File: src/rtl/dram_bus_arbiter_pkg.sv
// dram_bus_arbiter_pkg: shared owner/state encoding and default widths
package dram_bus_arbiter_pkg;
  localparam int ADDR_W_DEF = 32;
  localparam int DATA_W_DEF = 32;
  typedef enum logic [1:0] {
    ST_IDLE = 2'b00,
    ST_GNT0 = 2'b01,
    ST_GNT1 = 2'b10
  } state_t;
endpackage

File: src/rtl/dram_bus_arbiter_if.sv
// dram_bus_arbiter_if: one master's single-beat req/ack channel
// master: drives req/we/lock/addr/wdata, receives ack/rdata; slave: the arbiter side
interface dram_bus_arbiter_if
  import dram_bus_arbiter_pkg::*;
#(
  parameter int ADDR_W = ADDR_W_DEF,
  parameter int DATA_W = DATA_W_DEF
);
  logic              req;
  logic              we;
  logic              lock;
  logic [ADDR_W-1:0] addr;
  logic [DATA_W-1:0] wdata;
  logic              ack;
  logic [DATA_W-1:0] rdata;
  modport master(output req, we, lock, addr, wdata, input ack, rdata);
  modport slave(input req, we, lock, addr, wdata, output ack, rdata);
endinterface

File: src/rtl/dram_bus_arbiter_rr_arb2.sv
// dram_bus_arbiter_rr_arb2: next owner / round-robin pointer / hold count for two masters
// in: req, lock (bit 0 = m0), state, rr_ptr, hold_cnt; out: nxt_state, nxt_ptr, nxt_hold
module dram_bus_arbiter_rr_arb2
  import dram_bus_arbiter_pkg::*;
#(
  parameter int MAX_HOLD = 8,
  parameter int HOLD_W   = 4
) (
  input  logic [1:0]        req,
  input  logic [1:0]        lock,
  input  state_t            state,
  input  logic              rr_ptr,
  input  logic [HOLD_W-1:0] hold_cnt,
  output state_t            nxt_state,
  output logic              nxt_ptr,
  output logic [HOLD_W-1:0] nxt_hold
);
  logic cur, both, keep, win;
  // win: 1 selects m1; keep: locked owner stays while its hold budget lasts
  always_comb begin
    cur       = state == ST_GNT1;
    both      = &req;
    keep      = both && state != ST_IDLE && lock[cur] && hold_cnt < HOLD_W'(MAX_HOLD - 1);
    win       = !both ? req[1] : state == ST_IDLE ? rr_ptr : keep ? cur : !cur;
    nxt_state = ~|req ? ST_IDLE : win ? ST_GNT1 : ST_GNT0;
    nxt_ptr   = both && !keep ? !win : rr_ptr;
    nxt_hold  = keep ? hold_cnt + 1'b1 : '0;
  end
endmodule

File: src/rtl/dram_bus_arbiter.sv
// dram_bus_arbiter: round-robin arbiter sharing one DRAM/MMIO port between CPU (m0) and loader (m1)
// ports: clk, rst_n (async, active low), m0/m1 request channels, bus_* shared port, owner status
module dram_bus_arbiter
  import dram_bus_arbiter_pkg::*;
#(
  parameter int ADDR_W   = ADDR_W_DEF,
  parameter int DATA_W   = DATA_W_DEF,
  parameter int MAX_HOLD = 8,
  parameter int HOLD_W   = 4
) (
  input  logic                clk,
  input  logic                rst_n,
  dram_bus_arbiter_if.slave   m0,
  dram_bus_arbiter_if.slave   m1,
  output logic [ADDR_W-1:0]   bus_addr,
  output logic                bus_we,
  output logic [DATA_W-1:0]   bus_wdata,
  input  logic [DATA_W-1:0]   bus_rdata,
  output logic [1:0]          owner
);
  state_t            state, nxt_state;
  logic              rr_ptr, nxt_ptr, a0, a1;
  logic [HOLD_W-1:0] hold_cnt, nxt_hold;
  dram_bus_arbiter_rr_arb2 #(.MAX_HOLD(MAX_HOLD), .HOLD_W(HOLD_W)) u_arb (
    .req      ({m1.req, m0.req}),
    .lock     ({m1.lock, m0.lock}),
    .state    (state),
    .rr_ptr   (rr_ptr),
    .hold_cnt (hold_cnt),
    .nxt_state(nxt_state),
    .nxt_ptr  (nxt_ptr),
    .nxt_hold (nxt_hold)
  );
  always_ff @(posedge clk or negedge rst_n)
    if (!rst_n) begin
      state    <= ST_IDLE;
      rr_ptr   <= 1'b0;
      hold_cnt <= '0;
    end else begin
      state    <= nxt_state;
      rr_ptr   <= nxt_ptr;
      hold_cnt <= nxt_hold;
    end
  // outputs depend only on registered state, so async reset clears them at once
  always_comb begin
    a0        = state == ST_GNT0 && m0.req;
    a1        = state == ST_GNT1 && m1.req;
    m0.ack    = a0;
    m1.ack    = a1;
    m0.rdata  = a0 ? bus_rdata : '0;
    m1.rdata  = a1 ? bus_rdata : '0;
    bus_we    = (a0 & m0.we) | (a1 & m1.we);
    bus_addr  = state == ST_GNT0 ? m0.addr : state == ST_GNT1 ? m1.addr : '0;
    bus_wdata = state == ST_GNT0 ? m0.wdata : state == ST_GNT1 ? m1.wdata : '0;
    owner     = state;
  end
endmodule

File: src/flat_wrapper.sv
// flat-port wrapper written by rule: the top's interface ports become plain ports
module dram_bus_arbiter_flat import dram_bus_arbiter_pkg::*;
#(
  parameter int ADDR_W   = ADDR_W_DEF,
  parameter int DATA_W   = DATA_W_DEF,
  parameter int MAX_HOLD = 8,
  parameter int HOLD_W   = 4
)
  (clk, rst_n, bus_addr, bus_we, bus_wdata, bus_rdata, owner, m0_req, m0_we, m0_lock, m0_addr, m0_wdata, m0_ack, m0_rdata, m1_req, m1_we, m1_lock, m1_addr, m1_wdata, m1_ack, m1_rdata);
  dram_bus_arbiter_if #(.ADDR_W(ADDR_W), .DATA_W(DATA_W)) m0_i ();
  dram_bus_arbiter_if #(.ADDR_W(ADDR_W), .DATA_W(DATA_W)) m1_i ();
  input  logic clk;
  input  logic rst_n;
  output logic [ADDR_W-1:0] bus_addr;
  output logic bus_we;
  output logic [DATA_W-1:0] bus_wdata;
  input  logic [DATA_W-1:0] bus_rdata;
  output logic [1:0] owner;
  input wire logic [$bits(m0_i.req)-1:0] m0_req;
  input wire logic [$bits(m0_i.we)-1:0] m0_we;
  input wire logic [$bits(m0_i.lock)-1:0] m0_lock;
  input wire logic [$bits(m0_i.addr)-1:0] m0_addr;
  input wire logic [$bits(m0_i.wdata)-1:0] m0_wdata;
  output wire logic [$bits(m0_i.ack)-1:0] m0_ack;
  output wire logic [$bits(m0_i.rdata)-1:0] m0_rdata;
  input wire logic [$bits(m1_i.req)-1:0] m1_req;
  input wire logic [$bits(m1_i.we)-1:0] m1_we;
  input wire logic [$bits(m1_i.lock)-1:0] m1_lock;
  input wire logic [$bits(m1_i.addr)-1:0] m1_addr;
  input wire logic [$bits(m1_i.wdata)-1:0] m1_wdata;
  output wire logic [$bits(m1_i.ack)-1:0] m1_ack;
  output wire logic [$bits(m1_i.rdata)-1:0] m1_rdata;
  assign m0_i.req = m0_req;
  assign m0_i.we = m0_we;
  assign m0_i.lock = m0_lock;
  assign m0_i.addr = m0_addr;
  assign m0_i.wdata = m0_wdata;
  assign m0_ack = m0_i.ack;
  assign m0_rdata = m0_i.rdata;
  assign m1_i.req = m1_req;
  assign m1_i.we = m1_we;
  assign m1_i.lock = m1_lock;
  assign m1_i.addr = m1_addr;
  assign m1_i.wdata = m1_wdata;
  assign m1_ack = m1_i.ack;
  assign m1_rdata = m1_i.rdata;
  dram_bus_arbiter #(.ADDR_W(ADDR_W), .DATA_W(DATA_W), .MAX_HOLD(MAX_HOLD), .HOLD_W(HOLD_W)) u_core (.clk(clk), .rst_n(rst_n), .m0(m0_i), .m1(m1_i), .bus_addr(bus_addr), .bus_we(bus_we), .bus_wdata(bus_wdata), .bus_rdata(bus_rdata), .owner(owner));
endmodule
File: config.mk
export PLATFORM = sky130hd
export DESIGN_NAME = dram_bus_arbiter_flat
export DESIGN_NICKNAME = d
export VERILOG_FILES = /design/src/rtl/dram_bus_arbiter_pkg.sv /design/src/rtl/dram_bus_arbiter_if.sv /design/src/rtl/dram_bus_arbiter_rr_arb2.sv /design/src/rtl/dram_bus_arbiter.sv /design/src/flat_wrapper.sv
export SDC_FILE = /design/constraint.sdc
export NUM_CORES = 1
export LEC_CHECK = 0
export ABC_AREA = 1
export BUFFER_PORTS_ARGS = -buffer_cell sky130_fd_sc_hd__buf_2
export CAP_MARGIN = 15
export CORE_AREA = 2 2 118 120
export DETAILED_ROUTE_END_ITERATION = 8
export DIE_AREA = 0 0 120 122
export PLACE_DENSITY = 0.55
export SETUP_SLACK_MARGIN = 0.05
export SLEW_MARGIN = 20
export SYNTH_ARGS = -nofsm -noshare
export SYNTH_HDL_FRONTEND = slang
export SYNTH_HIERARCHICAL = 1
export SYNTH_SLANG_ARGS = --single-unit
File: constraint.sdc
create_clock -name clk -period 1.6 [get_ports clk]
set_input_delay 0.16 -clock clk [delete_from_list [all_inputs] [get_ports clk]]
set_output_delay 0.16 -clock clk [all_outputs]
set_load 0.03 [all_outputs]
**Yosys cells after proc, flatten, opt, wreduce, memory -nomap -nowiden**

Index checks and enable logic that the tools add are counted.

- Add/sub/neg operators: 1
- Multipliers: 0
- Div/mod/pow operators: 0
- Magnitude comparators: 2
- Equal/unequal tests: 2
- Shift operators: 0
- Mux-type cells: 14
- Bitwise logic cells: 3
- Reduce and logical (&&, ||, !) cells: 13

Operators with widths:

| cell | number |
|---|---|
| 2-to-1 mux 32 bit | 6 |
| logical AND 1 bit | 6 |
| 2-to-1 mux 1 bit | 5 |
| adder 4 x 1 -> 4 bit (second input constant) | 1 |
| < comparator 4 x 3 -> 1 bit (second input constant) | 1 |
| 2-to-1 mux 2 bit | 2 |
| 2-to-1 mux 4 bit | 1 |
| zero test 1 bit | 3 |
| AND 1 bit | 2 |
| equality test 2 x 1 -> 1 bit (second input constant) | 1 |
| equality test 2 bit (second input constant) | 1 |
| zero test 2 bit | 1 |
| < comparator 1 x 2 -> 1 bit (second input constant) | 1 |
| AND reduction 2 bit | 1 |
| nonzero test 2 bit | 1 |
| OR reduction 2 bit | 1 |
| OR 1 bit | 1 |

- Flip-flop bits (word level): 7
- Latch bits: 0
- Bits in writable memories: 0
- ROM bits: 0
- Output and inout bits: 133
- Logic and storage cells: 38
- Memories kept: 0

**Logic depth before layout (Yosys ltp)**

- Depth after elaboration: 10
- Gate-level depth with buffers: 9
- Depth with buffers taken out: 9

**By module**

Netlist, hierarchy kept.

Modules (own cells, without submodules):

| module | times used | cells each | area an instance (um^2) | seq. area each (um^2) |
|---|---|---|---|---|
| dram_bus_arbiter | 1 | 326 | 1465.2 | 175.2 |
| dram_bus_arbiter_rr_arb2 | 1 | 34 | 183.9 | 0.0 |

**Least setup slack after synthesis**

Ideal clock, no wire load.

- Path kind: reg-to-output
- Start: reg u_core.state[1], in the netlist u_core/owner[1]
- End: out m1_rdata[22]
- Arrival time: 1.543 ns
- Required time: 1.440 ns
- Setup slack: -0.103 ns
- Stages on the path, launching flop included: 6
- Path buffers: 1
- Path through: dfrtp_1 > inv_1 > nor2_2 > nand2_1 > buf_2 > nor2_1

- Word-level cells in the longest chain between the ends: 3

RTL lines:

| what | line | source |
|---|---|---|
| from (decl) | dram_bus_arbiter.sv:21 | `state_t state, nxt_state;` |
| from (signal assigned) | dram_bus_arbiter.sv:40 | `state <= nxt_state;` |
| equality test 2 bit | dram_bus_arbiter.sv:47 | `a1 = state == ST_GNT1 && m1.req;` |
| logical AND 1 bit | dram_bus_arbiter.sv:47 |  |
| 2-to-1 mux 32 bit | dram_bus_arbiter.sv:51 | `m1.rdata = a1 ? bus_rdata : '0;` |
| to (decl) | flat_wrapper.sv:32 | `output wire logic [$bits(m1_i.rdata)-1:0] m1_rdata;` |

No other way between the ends.

**Worst setup path after layout**

- Start: reg u_core.state[0], in the netlist u_core/owner[0]
- End: out bus_addr[20]

- Word-level cells in the longest chain between the ends: 3

RTL lines:

| what | line | source |
|---|---|---|
| equality test 2 bit | dram_bus_arbiter.sv:53 | `bus_addr = state == ST_GNT0 ? m0.addr : state == ST_GNT1 ? m1.addr : '0;` |
| 2-to-1 mux 32 bit | dram_bus_arbiter.sv:53 |  |
| 2-to-1 mux 32 bit (*) | dram_bus_arbiter.sv:53 |  |
| to (decl) | flat_wrapper.sv:14 | `output logic [ADDR_W-1:0] bus_addr;` |

Every way passes the cells marked *; elsewhere a longest branch is shown, timed or not.

==> flow_summary.json <==
{
  "chipWidth_um": 120,
  "ioPinCount": 301,
  "numCtsBuffers": 3,
  "grt_max_degree": 39,
  "nNetsFinal": 856,
  "cts_max_level": 1,
  "fmax_mhz": 590,
  "ys_ff_latch": 7,
  "syn_nets": 529,
  "grt_pass1_wl_mm": 15.3,
  "layout_commonest_cell": "buf_2",
  "startpoint_type": "register",
  "crit_path_max_incr_delay_ns": 0.39,
  "fp.dieH_um": 122,
  "final.setup_skew_ns": 0.000890,
  "violations": "setup timing",
  "cts_buffer_depth": 2,
  "placed_cell_area_um2": 3540,
  "period_share_pct": 106,
  "via_per_inst": 4.02,
  "required_ns": 1.44,
  "slew_headroom_pct": 84.3,
  "final_cell_mix": "170 x buf_2, 127 x buf_6, 81 x nand2_2",
  "gr-usage-all-layers_pct": 13.0,
  "rows": 43,
  "grt_pass1_vias": 3139,
  "vias": 3482,
  "drtIter0Drc": 82,
  "p_leak_nw": 3.33,
  "ys_types": 20,
  "yosys_warnings": 6,
  "cts_root_buf": "clkbuf_16",
  "holdWs_ns": 0.200,
  "place_congestion": 0.759,
  "fin_util_pct": 43.3,
  "cap_violations": 0,
  "antenna_left": 0,
  "drtPass1Iterations": 4,
  "layout-drive-gt1-share_pct": 81.3,
  "tightest_slew_ns": 0.236,
  "rsz0062_at_grt": "true",
  "finalSetupViolCount": 104,
  "port-buffer-count": 300,
  "slowest_stage": "dfrtp_2",
  "die-area_um2": 14600,
  "avgSynthCellArea_um2": 4.58,
  "drt_wl_total_mm": 12.9,
  "ff2ff_setup_slack_ns": 0.26,
  "seq_area_frac_synth_pct": 10.6,
  "antenna_found_initial": 1,
  "clkTransAtPathRegs_ns": 0.04,
  "drc_errors": 0,
  "period_needed_ns": 1.69,
  "path_cells": "inv_2 > nor2_4 > buf_12 > clkbuf_16 > nand2_1 > nand2_2 > buf_6",
  "worstPathMaxFanout": 5,
  "wl_per_cell_um": 14.8,
  "clock-sinks": 7,
  "core_area_um2": 13500,
  "synth_cells": 360,
  "area_growth_syn_to_layout_pct": 255,
  "fin_tns_setup_ns": -2.88,
  "min-delay-path-class": "in2reg",
  "stdcell_area_um2": 5850,
  "status": "finished with violations",
  "worstSkewPairLatency_ns": 0.23,
  "grt-ovfl-total": 0,
  "cts_tree": "yes",
  "hold_violations": 0,
  "fin_ws_ns": -0.0945,
  "ir_worst_vdd_mv": 0.574,
  "netlist_area_um2": 1650,
  "p_per_area_nw_per_um2": 653,
  "cp_data_arrival_time_ns": 1.53,
  "cp-end-kind": "output pin",
  "start_util_pct": 12.2,
  "place_hpwl_mm": 7.82,
  "crit_type": "reg2out",
  "drv_slew": 0
}
layer usage:
layer	track usage [%]	routed length (µm)	vias to the layer above
met4	3.46	537	0
met2	25.9	6980	189
li1	-	-	1697
met5	0	0	-
met1	13.9	4300	1568
met3	2.34	1040	28
cell families (layout without fill, tap and decap cells):
kind of cell | count (synthesis) | count (layout) | synth area share [%]
AND/OR/NAND/NOR | 284 | 284 | 67.6
flip-flops | 7 | 7 | 10.6
adder cells (fa/ha/maj) | 1 | 1 | 0.759
AO/OA/AOI/OAI | 4 | 4 | 1.44
other | 0 | 1 | 0
buffers and inverters | 64 | 390 | 19.6
layout make-up:
| class | instances | area (µm²) |
|---|---|---|
| tap | 180 | 225 |
| timing repair buffer | 342 | 3070 |
| clock buffer | 4 | 78.8 |
| inverter | 44 | 170 |
| fill | 1280 | 7650 |
| sequential | 7 | 178 |
| multi-input combinational | 289 | 2130 |
| antenna | 1 | 2.50 |
where the power goes:
part           internal [mW]  total, mW  switching (mW)
logic                   1.43       3.18            1.76
clock network          0.332      0.430          0.0978
registers              0.194      0.207          0.0128
critical path: cells and delay by family, from the launching register on:
family        cells  cell delay [ns]
simple gates      3             0.39
flops             1             0.39
buf+inv           4             0.51
cell usage after synthesis:
cell      number  area (µm²)
a21oi_1        1        5.00
buf_2          6        30.0
buf_4          8        60.1
buf_6          6        67.6
clkinv_1       1        3.75
dfrtp_1        7         175
ha_1           1        12.5
inv_1         42         158
inv_2          1        3.75
nand2_1      198         743
nand2_2        5        31.3
nand2_4        1        11.3
nand3_1        3        15.0
nand4_1        4        25.0
nor2_1        69         259
nor2_2         2        12.5
nor2_4         1        11.3
o21ai_0        2        10.0
o21ai_2        1        8.76
or3_1          1        6.26
flip-flops by register name, summed over array words and instances (netlist names):
signal           flops
u_core/hold_cnt      4
u_core/owner         2
u_core/rr_ptr        1
timing repair:
action,CTS,global route
gates resized for setup,269,246
hold buffers,1,0
pin swaps,12,49
endpoints found under the setup margin,130,130
gates cloned,5,12
setup buffers,6,5
endpoints found under the hold margin,7,0
stage by stage:
step	worst slack (ns)	total power [mW]	instances
2_1_floorplan	0.135	1.42	360
3_3_place_gp	0.145	2.06	833
3_5_place_dp	0.124	2.06	833
4_1_cts	-0.0469	3.16	849
5_1_grt	-0.137	4.00	866
6_report	-0.0945	3.82	867
final timing paths:
check / startpoint / end / cells past startpoint
worst max-delay path: u_core/owner[0] / bus_addr[20] / 7
worst min-delay path: m0_req / u_core/owner[0] / 3
worst max register to register: u_core/hold_cnt[0] / u_core/owner[0] / 9
worst min register to register: u_core/hold_cnt[0] / u_core/hold_cnt[0] / 1
max in group asynchronous: rst_n / u_core/owner[1] / 2
min in group asynchronous: rst_n / u_core/rr_ptr / 2
Power figures use the tool's default switching activity.
